===== config.mk =====
export PLATFORM = sky130hd
export DESIGN_NAME = fetch_unit_flat
export DESIGN_NICKNAME = d
export VERILOG_FILES = /design/src/rtl/fetch_pkg.sv /design/src/rtl/fetch_if.sv /design/src/rtl/fetch_pc_reg.sv /design/src/rtl/fetch_unit.sv /design/src/flat_wrapper.sv
export SDC_FILE = /design/constraint.sdc
export NUM_CORES = 1
export LEC_CHECK = 0
export CAP_MARGIN = 20
export CELL_PAD_IN_SITES_DETAIL_PLACEMENT = 1
export CELL_PAD_IN_SITES_GLOBAL_PLACEMENT = 1
export CORE_MARGIN = 8
export CORE_UTILIZATION = 30
export CTS_BUF_LIST = sky130_fd_sc_hd__clkbuf_2
export CTS_CLUSTER_DIAMETER = 40
export DETAILED_ROUTE_END_ITERATION = 7
export HOLD_SLACK_MARGIN = 0.08
export PLACE_DENSITY = 0.82
export SLEW_MARGIN = 20
export SYNTH_ARGS = -nofsm -noshare
export SYNTH_HDL_FRONTEND = slang
export SYNTH_SLANG_ARGS = --single-unit

===== constraint.sdc =====
create_clock -name clk -period 1.8 [get_ports clk]
set_input_delay 0.36 -clock clk [delete_from_list [all_inputs] [get_ports clk]]
set_output_delay 0.36 -clock clk [all_outputs]
set_load 0.03 [all_outputs]

===== src/rtl/fetch_pkg.sv =====
// Shared types and constants for the instruction-fetch stage.
package fetch_pkg;

    localparam int unsigned ILEN = 16;

    // instr[15:11] value that stops fetch
    localparam logic [4:0] OPCODE_HALT = 5'b00000;

    localparam logic [ILEN-1:0] RESET_PC_DEFAULT = 16'h0000;

    typedef enum logic [1:0] {
        StRun,
        StWaitMem,
        StHalted
    } state_e;

    function automatic logic is_halt(input logic [ILEN-1:0] instr, input logic [4:0] opcode);
        return instr[ILEN-1:ILEN-5] == opcode;
    endfunction

endpackage


===== src/rtl/fetch_if.sv =====
// Instruction-memory request/response bus between fetch (master) and imem (slave).
interface fetch_if;
    import fetch_pkg::*;

    logic            req;
    logic [ILEN-1:0] addr;
    logic            ready;
    logic [ILEN-1:0] rdata;

    modport master (
        output req,
        output addr,
        input  ready,
        input  rdata
    );

    modport slave (
        input  req,
        input  addr,
        output ready,
        output rdata
    );

endinterface


===== src/rtl/fetch_pc_reg.sv =====
// Program counter with next-PC selection: redirect target, sequential +2, or hold.
// The +2 increment wraps modulo 2^16 with no carry out.
module fetch_pc_reg
    import fetch_pkg::*;
#(
    parameter logic [ILEN-1:0] RESET_PC = RESET_PC_DEFAULT
) (
    input  logic            clk,
    input  logic            rst,
    input  logic            redirect,
    input  logic            advance,
    input  logic [ILEN-1:0] target,
    output logic [ILEN-1:0] pc,
    output logic [ILEN-1:0] pc_inc
);

    logic [ILEN-1:0] pc_next;

    assign pc_inc = pc + ILEN'(2);

    // Redirect wins over sequential advance; otherwise hold.
    always_comb begin
        pc_next = pc;
        if (redirect) begin
            pc_next = target;
        end else if (advance) begin
            pc_next = pc_inc;
        end
    end

    // PC register with synchronous reset.
    always_ff @(posedge clk) begin
        if (rst) begin
            pc <= RESET_PC;
        end else begin
            pc <= pc_next;
        end
    end

endmodule


===== src/rtl/fetch_unit.sv =====
// Instruction-fetch stage: owns the PC, talks to variable-latency imem, and
// presents one instruction plus its PC+2 to decode under a stall handshake.
// Optional feature macro: FETCH_ALIGN_CHECK_EN (odd redirect target raises a
// sticky err and suppresses fetch until the next aligned redirect).
module fetch_unit
    import fetch_pkg::*;
#(
    parameter logic [ILEN-1:0] RESET_PC    = RESET_PC_DEFAULT,
    parameter logic [4:0]      HALT_OPCODE = OPCODE_HALT
) (
    input  logic            clk,
    input  logic            rst,
    input  logic            stall_in,
    input  logic            redirect_en,
    input  logic [ILEN-1:0] redirect_pc,
    fetch_if.master         imem,
    output logic [ILEN-1:0] instr_out,
    output logic [ILEN-1:0] pc_plus2,
    output logic            instr_valid,
    output logic            halt_out,
    output logic            err
);

    state_e          state;
    logic            drop;
    logic            blocked;
    logic [ILEN-1:0] pc;
    logic [ILEN-1:0] pc_inc;
    logic [ILEN-1:0] redirect_target;

    logic consume;
    logic slot_free;
    logic slot_halt;
    logic redirect_take;
    logic load;

    assign consume       = instr_valid & ~stall_in;
    assign slot_free     = ~instr_valid | consume;
    assign slot_halt     = instr_valid & is_halt(instr_out, HALT_OPCODE);
    assign redirect_take = redirect_en & (state != StHalted);
    // A response returning for an abandoned request never reaches the slot.
    assign load          = imem.req & imem.ready & ~((state == StWaitMem) & drop);

`ifdef FETCH_ALIGN_CHECK_EN
    assign redirect_target = {redirect_pc[ILEN-1:1], 1'b0};

    // Sticky misalignment flag; blocked holds fetch off until an aligned redirect.
    always_ff @(posedge clk) begin
        if (rst) begin
            err     <= 1'b0;
            blocked <= 1'b0;
        end else if (redirect_take) begin
            if (redirect_pc[0]) begin
                err     <= 1'b1;
                blocked <= 1'b1;
            end else begin
                blocked <= 1'b0;
            end
        end
    end
`else
    assign redirect_target = redirect_pc;
    assign err             = 1'b0;
    assign blocked         = 1'b0;
`endif

    fetch_pc_reg #(
        .RESET_PC (RESET_PC)
    ) u_pc_reg (
        .clk      (clk),
        .rst      (rst),
        .redirect (redirect_take),
        .advance  (load),
        .target   (redirect_target),
        .pc       (pc),
        .pc_inc   (pc_inc)
    );

    assign imem.addr = pc;

    // Request qualification; a redirect cycle never issues a request.
    always_comb begin
        imem.req = 1'b0;
        case (state)
            StRun:     imem.req = slot_free & ~slot_halt & ~redirect_en & ~blocked;
            StWaitMem: imem.req = ~redirect_en;
            default:   imem.req = 1'b0;
        endcase
    end

    // Fetch FSM with registered slot and status outputs.
    always_ff @(posedge clk) begin
        if (rst) begin
            state       <= StRun;
            drop        <= 1'b0;
            instr_valid <= 1'b0;
            instr_out   <= '0;
            pc_plus2    <= '0;
            halt_out    <= 1'b0;
        end else begin
            case (state)
                StRun: begin
                    if (redirect_en) begin
                        instr_valid <= 1'b0;
                    end else if (slot_halt && consume) begin
                        state       <= StHalted;
                        halt_out    <= 1'b1;
                        instr_valid <= 1'b0;
                    end else if (load) begin
                        instr_out   <= imem.rdata;
                        pc_plus2    <= pc_inc;
                        instr_valid <= 1'b1;
                    end else begin
                        if (imem.req) begin
                            state <= StWaitMem;
                        end
                        if (consume) begin
                            instr_valid <= 1'b0;
                        end
                    end
                end
                StWaitMem: begin
                    if (redirect_en) begin
                        instr_valid <= 1'b0;
                        if (imem.ready) begin
                            // Outstanding response lands now and is thrown away.
                            state <= StRun;
                            drop  <= 1'b0;
                        end else begin
                            drop <= 1'b1;
                        end
                    end else if (imem.ready) begin
                        state <= StRun;
                        drop  <= 1'b0;
                        if (load) begin
                            instr_out   <= imem.rdata;
                            pc_plus2    <= pc_inc;
                            instr_valid <= 1'b1;
                        end else if (consume) begin
                            instr_valid <= 1'b0;
                        end
                    end else if (consume) begin
                        instr_valid <= 1'b0;
                    end
                end
                StHalted: begin
                    instr_valid <= 1'b0;
                end
                default: begin
                    state <= StRun;
                end
            endcase
        end
    end

endmodule


===== src/flat_wrapper.sv =====
// flat-port wrapper written by rule: the top's interface ports become plain ports
module fetch_unit_flat import fetch_pkg::*;
#(
    parameter logic [ILEN-1:0] RESET_PC    = RESET_PC_DEFAULT,
    parameter logic [4:0]      HALT_OPCODE = OPCODE_HALT
)
  (clk, rst, stall_in, redirect_en, redirect_pc, instr_out, pc_plus2, instr_valid, halt_out, err, imem_req, imem_addr, imem_ready, imem_rdata);
  fetch_if imem_i ();
  input  logic clk;
  input  logic rst;
  input  logic stall_in;
  input  logic redirect_en;
  input  logic [ILEN-1:0] redirect_pc;
  output logic [ILEN-1:0] instr_out;
  output logic [ILEN-1:0] pc_plus2;
  output logic instr_valid;
  output logic halt_out;
  output logic err;
  output wire logic [$bits(imem_i.req)-1:0] imem_req;
  output wire logic [$bits(imem_i.addr)-1:0] imem_addr;
  input wire logic [$bits(imem_i.ready)-1:0] imem_ready;
  input wire logic [$bits(imem_i.rdata)-1:0] imem_rdata;
  assign imem_req = imem_i.req;
  assign imem_addr = imem_i.addr;
  assign imem_i.ready = imem_ready;
  assign imem_i.rdata = imem_rdata;
  fetch_unit #(.RESET_PC(RESET_PC), .HALT_OPCODE(HALT_OPCODE)) u_core (.clk(clk), .rst(rst), .stall_in(stall_in), .redirect_en(redirect_en), .redirect_pc(redirect_pc), .imem(imem_i), .instr_out(instr_out), .pc_plus2(pc_plus2), .instr_valid(instr_valid), .halt_out(halt_out), .err(err));
endmodule

Yosys cells after proc, flatten, opt, wreduce, memory -nomap -nowiden
Cells that the tools add are included.

operators by class
  mux-type cells = 31
  bitwise operators = 15
  reduce and logical (&&, ||, !) cells = 11
  $add $sub $neg = 1
  equality and inequality tests = 9

operators by type and width
  cell                                            count
  two-way mux 16 bit                              12
  case mux 16 bit (2 select lines)                2
  adder 16 x 2 -> 16 bit (second input constant)  1
  two-way mux 2 bit                               5
  != test 2 bit (second input constant)           5
  AND reduction 5 bit                             2
  two-way mux 1 bit                               9
  bitwise AND 1 bit                               8
  NOT 1 bit                                       6
  case mux 2 bit (3 select lines)                 1
  nonzero test 2 bit                              3
  logical NOT 5 bit                               1
  != test 3 x 1 -> 1 bit (second input constant)  1
  != test 3 bit (second input constant)           1
  case mux 1 bit (3 select lines)                 1
  AND reduction 3 bit                             1
  nonzero test 3 bit                              1
  == test 2 x 1 -> 1 bit (second input constant)  1
  == test 2 bit (second input constant)           1
  logical NOT 2 bit                               1
  case mux 1 bit (2 select lines)                 1
  AND reduction 2 bit                             1
  logical AND 1 bit                               1
  bitwise OR 1 bit                                1

word-level totals
  output and inout bits = 52
  register bits = 53
  input bits = 37
  logic and storage cells = 74

Logic depth before layout (Yosys ltp)
Gate-level depths: netlist (run 1).

  depth in word-level cells = 12
  depth in mapped cells = 9

Cells and area by module
Synthesis (run 1) repeated with hierarchy kept, for this count alone.

second synthesis, totals
  cells, all modules = 335
  area total of the unflattened synthesis = 3052.9 um^2

modules (own cells, without submodules)
  module        cells each  instances  area an instance (um^2)
  fetch_unit    191         1          1881.8
  fetch_pc_reg  144         1          1171.1

Worst setup path after synthesis (run 1)
Ideal clock, no wire load.

  path kind = register -> register
  from = register u_core.instr_valid
  to = register u_core.state[1]
  buffers on the path = 0
  arrival = 2113 ps
  slack = -398 ps
  cell stages (with the launch flop) = 6
  period minus slack after synthesis = 2198 ps
  cell sequence = dfxtp_1 or4b_4 o211ai_1 o21ai_0 a21o_1 a211oi_1

on the way
  cells in the longest elaborated chain, start to end = 9
  elaborated cells between the ends (all ways) = 17
  those cells by class = eq/ne (2); mux (4); bitwise (9); reduce/logical (2)

RTL lines
  element                                               RTL line                            source
  from (decl)                                           fetch_unit.sv:19                    output logic instr_valid,
  from (signal assigned)                                fetch_unit.sv:96                    instr_valid <= 1'b0;
  from (signal assigned)                                fetch_unit.sv:104                   instr_valid <= 1'b0;
  from (signal assigned)                                fetch_unit.sv:108                   instr_valid <= 1'b0;
  bitwise AND 1 bit, or another cell as far along       fetch_unit.sv:37                    assign consume = instr_valid & ~stall_in;
  bitwise OR 1 bit / NOT 1 bit (equally long branches)  fetch_unit.sv:38, fetch_unit.sv:85
  bitwise AND 1 bit * (2 in series)                     fetch_unit.sv:85                    StRun: imem.req = slot_free & ~slot_halt & ~redirect_en & ~blocked;
  case mux 1 bit (2 select lines) *                     fetch_unit.sv:84                    case (state)
  named net imem_req                                    flat_wrapper.sv:19                  output wire logic [$bits(imem_i.req)-1:0] imem_req;
  bitwise AND 1 bit (2 in series)                       fetch_unit.sv:42                    assign load = imem.req & imem.ready & ~((state == StWaitMem) & drop);
  != test 3 bit (no source line)                        -
  AND reduction 5 bit (no source line) *                -
  to (signal assigned)                                  fetch_unit.sv:94                    state <= StRun;
  to (signal assigned)                                  fetch_unit.sv:106                   state <= StHalted;
  to (signal assigned)                                  fetch_unit.sv:115                   state <= StWaitMem;
  to (decl)                                             fetch_unit.sv:24                    state_e state;

Mark *: on every way through the listed nets, which the timed path passes. The rest lies on a longest branch. The select of a mux whose other input is x is not followed.
A chain may end at the register's enable or synchronous reset.

Worst setup path after layout (run 1)
  from = register u_core.instr_out[11]
  to = output port imem_req

on the way
  cells in the longest elaborated chain, start to end = 6

RTL lines
  element                          RTL line            source
  from (decl)                      fetch_unit.sv:17    output logic [ILEN-1:0] instr_out,
  from (signal assigned)           fetch_unit.sv:110   instr_out <= imem.rdata;
  from (signal assigned)           fetch_unit.sv:136   instr_out <= imem.rdata;
  logical NOT 5 bit                fetch_pkg.sv:18     return instr[ILEN-1:ILEN-5] == opcode;
  bitwise AND 1 bit                fetch_unit.sv:39    assign slot_halt = instr_valid & is_halt(instr_out, HALT_OPCODE);
  NOT 1 bit                        fetch_unit.sv:85
  bitwise AND 1 bit (2 in series)  fetch_unit.sv:85
  case mux 1 bit (2 select lines)  fetch_unit.sv:84
  to (decl)                        flat_wrapper.sv:19

No other way between the ends.

==> implementation parameters, run 1 <==
Parameter                              Value

Status
  Run status ... finished, violations left
  Failing checks ... setup timing

CTS
  TritonCTS clock tree ... yes
  Clock-pin slew on the worst setup and hold paths ... 0.30 ns
  Post-CTS Hold Buffers ... 0
  Clock Root Buffer ... sky130_fd_sc_hd__clkbuf_2
  CTS sink cnt ... 53
  TritonCTS buffer count ... 5
  Source-to-sink clock delay at the later pin of the worst-skew pair ... 0.49 ns
  CTS H-tree lvls ... 2
  Max clock buf depth ... 2

Setup path
  Reg-to-reg critical path endpoint ... u_core.u_pc_reg.pc[13]
  Element type at the critical path end ... output port
  Cell-by-cell trace of the critical path ... or4b_4, o211ai_1, buf_4, o21ai_4, buf_12
  Critical register-to-register path startpoint ... u_core.instr_out[11]
  Data required time of the critical path ... 1.44 ns
  R2r setup slk ... -0.45 ns
  Critical Path AT ... 2.04 ns
  Path type of the worst setup path ... reg2out
  Crit-path slowest cell ... sky130_fd_sc_hd__or4b_4
  Startpoint type of the worst setup path ... flip-flop
  Largest driver fanout on the critical path ... 2
  Destination of the critical timing path ... imem_req
  Critical path startpoint ... u_core.instr_out[11]
  Peak per-stage delay on the critical path ... 0.53 ns
  Reg2reg path depth ... 7

Job
  Number of max-cap violations ... 0

Yosys
  Synthesized area per cell ... 8.96 um^2
  Total of warnings raised by yosys ... 0
  Portion of the post-synthesis area used by sequential elements ... 41.1%
  EDFF count, synth ... 0
  Synth Net Count ... 330
  Synthesis-stage register bit count ... 53
  Distinct cell type count of the synthesized netlist ... 47
  Most common flop cell mapped by yosys ... sky130_fd_sc_hd__dfxtp_1
  Mapped cell area ... 2580 um^2
  Fraction of synthesis flops using an asynchronous set or reset pin ... 0%
  Cells after Synth ... 288

Pwr
  Largest voltage drop on the vdd net ... 0.000304 V
  Net Switching ... 1.06 mW
  Portion of total power attributed to the clock network ... 24.7%
  Power share of the sequential group ... 42.8%
  Leak Pwr ... 1.83 nW
  Power consumption ... 3.17 mW
  Combinational cell fraction of total power ... 32.5%
  Pint ... 2.11 mW
  Ratio of total power to cell area ... 755 nW/um^2
  Switch share ... 33.5%

Placed design
  Cells after DPL ... 510
  Placer Congestion ... 0.824
  I/O Buffers ... 87
  HPWL after DPL ... 7190 um
  Post-place instance area ... 3870 um^2

Global route
  Number of global-route vias before repair ... 2,878
  Total GRT Usage ... 16.0%
  Initial antenna violation count ... 0
  Pin count of the biggest net entering global routing ... 35
  Global-route wire length before repair ... 15,000 um
  Overall overflow remaining after global route ... 0

Timing
  Maximum clock frequency ... 416 MHz
  Final worst clock skew ... 0.0343 ns
  Unrepaired setup endpoints after global routing ... true
  Worst hold slack after final layout ... 0.371 ns
  Max-slew violation count ... 0
  Least-Margin Pin Slew ... 0.646 ns
  Hold violation count in the final report ... 0
  Min Tclk post-route ... 2.40 ns
  Slew margin rel. ... 56.8%
  Final setup vio count ... 52
  Period utilization ... 134%
  PnR worst setup slack ... -0.604 ns

Worst hold path
  Min-Delay Path Class ... in2reg

Floorplanning
  Starting utilization of the core area ... 30.3%
  Core outline area ... 8510 um^2
  Die W ... 109 um
  Ports ... 89
  Height of the die ... 109 um
  Number of standard-cell rows in the floorplan ... 34
  Die Footprint ... 11,800 um^2

Routing
  Routed wire length ... 10,800 um
  Residual antenna-violating net count after detailed routing ... 0
  Initial DRC Count ... 105
  Number of vias in the routed layout ... 2,775
  Remaining design rule violation count ... 0
  Number of iterations in the first detailed-routing pass ... 4
  Average detailed-routed wire length per instance ... 20.3 um
  Drt via density ... 5.21

Final layout
  Final Cell Area ... 4190 um^2
  Most common cell after layout, fill and taps aside ... sky130_fd_sc_hd__buf_4
  Most used cells in the layout excluding fill and tap cells ... sky130_fd_sc_hd__buf_4 (47), sky130_fd_sc_hd__dfxtp_1 (42), sky130_fd_sc_hd__nor2_1 (40)
  Cell Count, Final, Fillers Out ... 533
  Proportion of layout cells with a drive suffix above 1 ... 30.3%
  Post-layout net count ... 464
  Share of the core filled with cells ... 49.3%
  Layout overhead on the synthesized area ... 62.6%
worst min-delay path by stage:
stage	slack, ns	to	start	cells after the start
finish	0.37	u_core.state[1]	rst	3
global route	0.36	u_core.pc_plus2[13]	rst	3
CTS	0.33	u_core.pc_plus2[13]	rst	3
detailed placement	0.49	u_core.pc_plus2[4]	u_core.pc_plus2[4]	2
global placement	0.48	u_core.pc_plus2[0]	u_core.pc_plus2[0]	2
floorplan	0.45	u_core.u_pc_reg.pc[0]	u_core.u_pc_reg.pc[0]	2
Yosys cell counts, types with 2 or more instances:
master	n	share of area (%)
sky130_fd_sc_hd__buf_4	2	0.58
sky130_fd_sc_hd__a21oi_1	15	2.9
sky130_fd_sc_hd__nor3_1	3	0.58
sky130_fd_sc_hd__xnor2_1	6	2.0
sky130_fd_sc_hd__nand2_1	16	2.3
sky130_fd_sc_hd__o21ai_0	9	1.7
sky130_fd_sc_hd__o22ai_1	5	1.2
sky130_fd_sc_hd__o31ai_1	5	1.5
sky130_fd_sc_hd__inv_1	11	1.6
sky130_fd_sc_hd__or3_1	2	0.48
sky130_fd_sc_hd__xor2_1	6	2.0
sky130_fd_sc_hd__buf_1	3	0.44
sky130_fd_sc_hd__a21boi_0	2	0.58
sky130_fd_sc_hd__mux2i_1	18	7.0
sky130_fd_sc_hd__nor2_1	49	7.1
sky130_fd_sc_hd__nand4_1	2	0.48
sky130_fd_sc_hd__nand3_1	5	0.97
sky130_fd_sc_hd__a311o_1	3	1.2
sky130_fd_sc_hd__and3_1	5	1.2
sky130_fd_sc_hd__ha_1	5	2.4
sky130_fd_sc_hd__a221o_1	2	0.78
sky130_fd_sc_hd__and4_1	2	0.68
sky130_fd_sc_hd__a21o_1	7	2.0
sky130_fd_sc_hd__dfxtp_1	53	41
sky130_fd_sc_hd__nand2b_1	3	0.73
sky130_fd_sc_hd__buf_6	6	2.6
sky130_fd_sc_hd__clkbuf_1	6	0.87
sky130_fd_sc_hd__nor2b_1	2	0.48
sky130_fd_sc_hd__o211ai_1	3	0.87
sky130_fd_sc_hd__a211oi_1	15	4.4
sequential cells by signal, summed over array words and instances, names as in the netlist:
register            flops
u_core.drop             1
u_core.u_pc_reg.pc     16
u_core.state            2
u_core.pc_plus2        16
u_core.instr_out       16
u_core.halt_out         1
u_core.instr_valid      1
worst max-delay path, delay by kind of cell (launching register included):
kind | cells | cell delay [ns]
buffers and inverters | 2 | 0.31
and+or+nand+nor | 1 | 0.53
AOI/OAI and AO/OA | 2 | 0.32
DFF | 1 | 0.40
kinds of logic after synthesis:
kind of cell	synth area share (%)
other	0.145
adders and majority gates	2.42
buffers and inverters	6.11
xor gates and xnor gates	4.07
muxes	7.42
AOI/OAI and AO/OA	22.3
and+or+nand+nor	16.4
DFF	41.1
power by group through the flow:
stage | Sequential, mW | Combinational (mW) | Clock, mW
finish | 1.35 | 1.03 | 0.783
detailed placement | 1.37 | 0.944 | 0
CTS | 1.34 | 0.932 | 0.787
global route | 1.37 | 1.09 | 0.841
floorplan | 1.52 | 0.339 | 0
global placement | 1.36 | 0.919 | 0
through the flow:
step,setup WS [ns],TNS [ns]
after floorplan,-0.138,-3.24
after global placement,-0.403,-12.60
after detailed placement,-0.455,-15.87
after CTS,-0.540,-18.20
after global routing,-0.684,-22.71
final,-0.604,-19.48
cell type report:
type                       count  area, um^2
antenna                        2        5.00
clock buffer                   5        25.0
clock inverter                 3        65.1
fill                         977        4310
inverter                      11        41.3
multi-input combinational    207        1550
sequential                    53        1080
tap                          108         135
timing repair buffer         144        1290
routing by layer:
layer  up-vias  part of all wire, %  track usage [%]
met5         -                    0                0
met4         0                  3.7             8.02
met3        33                  3.8             3.01
met2        71                   54             29.7
met1      1375                   38             17.0
li1       1296                    -                -
repair_timing:
action | 4_1_cts | 5_1_grt
pin swaps | 8 | 9
setup buffers | 7 | 9
endpoints found under the setup margin | 102 | 65
gates resized for setup | 66 | 58
(Power assumes the default switching activity.)
==> run 2, diff against run 1 <==
--- a/config.mk
+++ b/config.mk
@@ -14,6 +14,7 @@
 export CTS_CLUSTER_DIAMETER = 40
 export DETAILED_ROUTE_END_ITERATION = 7
 export HOLD_SLACK_MARGIN = 0.08
+export MAX_ROUTING_LAYER = met4
 export PLACE_DENSITY = 0.82
 export SLEW_MARGIN = 20
 export SYNTH_ARGS = -nofsm -noshare
==> run 2 against run 1 <==
Critical path depth did not move. Sequential cell count is the same. Combinational power up 5%. The run still ends with setup timing left. Register-to-register slack about the same. Non-clock buffer count rose by 5. Die area did not move. Fmax grew 0.97%. Largest cell class unchanged. Critical endpoint unchanged. Final cell count increased by 0.56%. Power up 1.5%. Worst hold slack worse by 0.0055 ns. Clock skew up 0.0021 ns. First-iteration DRC count decreased by 11%.
==> implementation parameters, run 2 (synthesis results as in run 1) <==
Parameter                              Value

Job
  Number of max-cap violations ... 0 (unchanged)

Floorplanning
  Starting utilization of the core area ... 30.3% (unchanged)
  Die Footprint ... 11,800 um^2 (unchanged)
  Height of the die ... 109 um (unchanged)
  Ports ... 89 (unchanged)
  Core outline area ... 8510 um^2 (unchanged)
  Die W ... 109 um (unchanged)
  Number of standard-cell rows in the floorplan ... 34 (unchanged)

Final layout
  Most used cells in the layout excluding fill and tap cells ... sky130_fd_sc_hd__buf_4 (48), sky130_fd_sc_hd__dfxtp_1 (42), sky130_fd_sc_hd__nor2_1 (38) (was sky130_fd_sc_hd__buf_4 (47), sky130_fd_sc_hd__dfxtp_1 (42), sky130_fd_sc_hd__nor2_1 (40))
  Number of antenna cells inserted ... 0 (was 2)
  Most common cell after layout, fill and taps aside ... sky130_fd_sc_hd__buf_4 (unchanged)
  Layout overhead on the synthesized area ... 66.5% (was 62.6%)
  Post-layout net count ... 469 (was 464)
  Largest registers ranked by flip-flop count ... u_core.instr_out (16), u_core.pc_plus2 (16), u_core.u_pc_reg.pc (16) (unchanged)
  Proportion of layout cells with a drive suffix above 1 ... 32.7% (was 30.3%)

Timing
  Max-slew violation count ... 0 (unchanged)
  Maximum clock frequency ... 420 MHz (was 416 MHz)
  Final setup vio count ... 52 (unchanged)
  Hold violation count in the final report ... 0 (unchanged)
  Least-Margin Pin Slew ... 0.661 ns (was 0.646 ns)
  Unrepaired setup endpoints after global routing ... true (unchanged)
  Final worst clock skew ... 0.0363 ns (was 0.0343 ns)
  Slew margin rel. ... 55.8% (was 56.8%)
  Period utilization ... 132% (was 134%)
  PnR worst setup slack ... -0.581 ns (was -0.604 ns)
  Min Tclk post-route ... 2.38 ns (was 2.40 ns)
  Worst hold slack after final layout ... 0.366 ns (was 0.371 ns)

Setup path
  Largest driver fanout on the critical path ... 2 (unchanged)
  Path type of the worst setup path ... reg2out (unchanged)
  Element type at the critical path end ... output port (unchanged)
  Peak per-stage delay on the critical path ... 0.52 ns (was 0.53 ns)
  Crit-path slowest cell ... sky130_fd_sc_hd__or4b_4 (unchanged)
  Cell-by-cell trace of the critical path ... or4b_4, o211ai_1, buf_4, o21ai_4, buf_12 (unchanged)
  Data required time of the critical path ... 1.44 ns (about the same)
  Startpoint type of the worst setup path ... flip-flop (unchanged)
  Number of buffers and inverters on the critical path ... 2 (unchanged)
  Critical Path AT ... 2.02 ns (was 2.04 ns)
  Largest delay share family, worst path ... simple AND/OR/NAND/NOR gates (unchanged)

Global route
  Overall overflow remaining after global route ... 0 (unchanged)
  Total GRT Usage ... 16.5% (was 16.0%)
  Number of global-route vias before repair ... 2,873 (was 2,878)
  Initial antenna violation count ... 0 (unchanged)
  Global-route wire length before repair ... 15,000 um (about the same)
  Pin count of the biggest net entering global routing ... 35 (unchanged)

CTS
  Clock Root Buffer ... sky130_fd_sc_hd__clkbuf_2 (unchanged)
  Clock-pin slew on the worst setup and hold paths ... 0.29 ns (was 0.30 ns)
  CTS H-tree lvls ... 2 (unchanged)
  Source-to-sink clock delay at the later pin of the worst-skew pair ... 0.48 ns (was 0.49 ns)
  CTS sink cnt ... 53 (unchanged)
  TritonCTS clock tree ... yes (unchanged)
  Post-CTS Hold Buffers ... 0 (unchanged)
  TritonCTS buffer count ... 5 (unchanged)
  Max clock buf depth ... 2 (unchanged)

Routing
  Number of vias in the routed layout ... 2,803 (was 2,775)
  Average detailed-routed wire length per instance ... 20.9 um (was 20.3 um)
  Routed wire length ... 11,200 um (was 10,800 um)
  Residual antenna-violating net count after detailed routing ... 0 (unchanged)
  Remaining design rule violation count ... 0 (unchanged)
  Initial DRC Count ... 93 (was 105)
  Drt via density ... 5.23 (was 5.21)
  Number of iterations in the first detailed-routing pass ... 4 (unchanged)

Worst hold path
  Min-Delay Path Class ... in2reg (unchanged)

Placed design
  HPWL after DPL ... 7190 um (unchanged)
  Placer Congestion ... 0.837 (was 0.824)
  I/O Buffers ... 87 (unchanged)

Status
  Failing checks ... setup timing (unchanged)
  Run status ... finished, violations left (unchanged)

Pwr
  Net Switching ... 1.08 mW (was 1.06 mW)
  Power consumption ... 3.22 mW (was 3.17 mW)
  Pint ... 2.14 mW (was 2.11 mW)
  Largest voltage drop on the vdd net ... 0.000339 V (was 0.000304 V)
  Power share of the sequential group ... 42.2% (was 42.8%)
  Portion of total power attributed to the clock network ... 24.1% (was 24.7%)
  Ratio of total power to cell area ... 749 nW/um^2 (was 755 nW/um^2)
  Leak Pwr ... 1.87 nW (was 1.83 nW)
  Switch share ... 33.5% (about the same)
  Combinational cell fraction of total power ... 33.7% (was 32.5%)
==> run 2: changes by cell type in the layout (fill, tap and decap cells not counted), sizes merged <==
cell	before	now
diode	2	0
dlygate4sd2	36	35
buf	59	62
clkbuf	10	14
clkdlybuf4s15	9	8
==> run 2: power groups by stage <==
| stage | logic [mW] | registers (mW) | clock network [mW] |
|---|---|---|---|
| 6_report | 1.08 | 1.36 | 0.776 |
| 5_1_grt | 1.14 | 1.37 | 0.840 |
| 4_1_cts | 0.932 | 1.34 | 0.787 |
| 3_5_place_dp | 0.944 | 1.37 | 0 |
| 3_3_place_gp | 0.919 | 1.36 | 0 |
| 2_1_floorplan | 0.339 | 1.52 | 0 |
==> run 2: worst register-to-register path, stage by stage (launching register included) <==
cell                      delay [ns]
sky130_fd_sc_hd__dfxtp_2        0.41
sky130_fd_sc_hd__or4b_4         0.52
sky130_fd_sc_hd__buf_4          0.16
sky130_fd_sc_hd__buf_6          0.13
sky130_fd_sc_hd__o41ai_4        0.27
sky130_fd_sc_hd__a21oi_4        0.19
sky130_fd_sc_hd__buf_12         0.20
sky130_fd_sc_hd__mux2i_1        0.21
sky130_fd_sc_hd__nor2_1         0.07
==> run 2: layout make-up <==
type | count | area (um^2)
fillers | 979 | 4210
well taps | 108 | 135
multi-input cells | 207 | 1580
flip-flops and latches | 53 | 1080
clock inverters | 3 | 65.1
clock buffers | 5 | 25.0
inverters | 11 | 41.3
repair buffers | 149 | 1370
==> run 2: repair_timing <==
item	CTS	global route
pin swaps	8	10
buffers inserted	7	12
setup endpoints to repair	102	66
gates resized for setup	66	70
cloned	0	3
==> run 2: through the flow <==
step	instance area [um^2]	std cells	util, %	setup WS (ns)	TNS, ns
final	4300	536	50.5	-0.581	-19.08
after global routing	4300	536	50.5	-0.661	-22.07
after CTS	4000	525	47.0	-0.540	-18.20
after detailed placement	3870	510	45.5	-0.455	-15.87
after global placement	3870	510	45.5	-0.403	-12.60
after floorplan	2620	288	-	-0.138	-3.24
==> run 2: final timing paths <==
path | startpoint | endpoint | slack (ns) | depth (start not counted)
setup / recovery | u_core.instr_out[11] | imem_req | -0.58 | 5
hold / removal | rst | u_core.pc_plus2[15] | 0.37 | 3
setup reg to reg | u_core.instr_out[11] | u_core.pc_plus2[0] | -0.46 | 8
hold reg to reg | u_core.pc_plus2[13] | u_core.pc_plus2[13] | 0.51 | 2
==> run 2: per-layer routing <==
layer / global-route usage [%] / vias to the layer above / share of wire [%]
li1: - / 1306 / -
met1: 17.3 / 1384 / 38
met2: 29.6 / 83 / 54
met3: 2.78 / 30 / 3.5
met5: - / - / 0
met4: 8.02 / 0 / 4.0
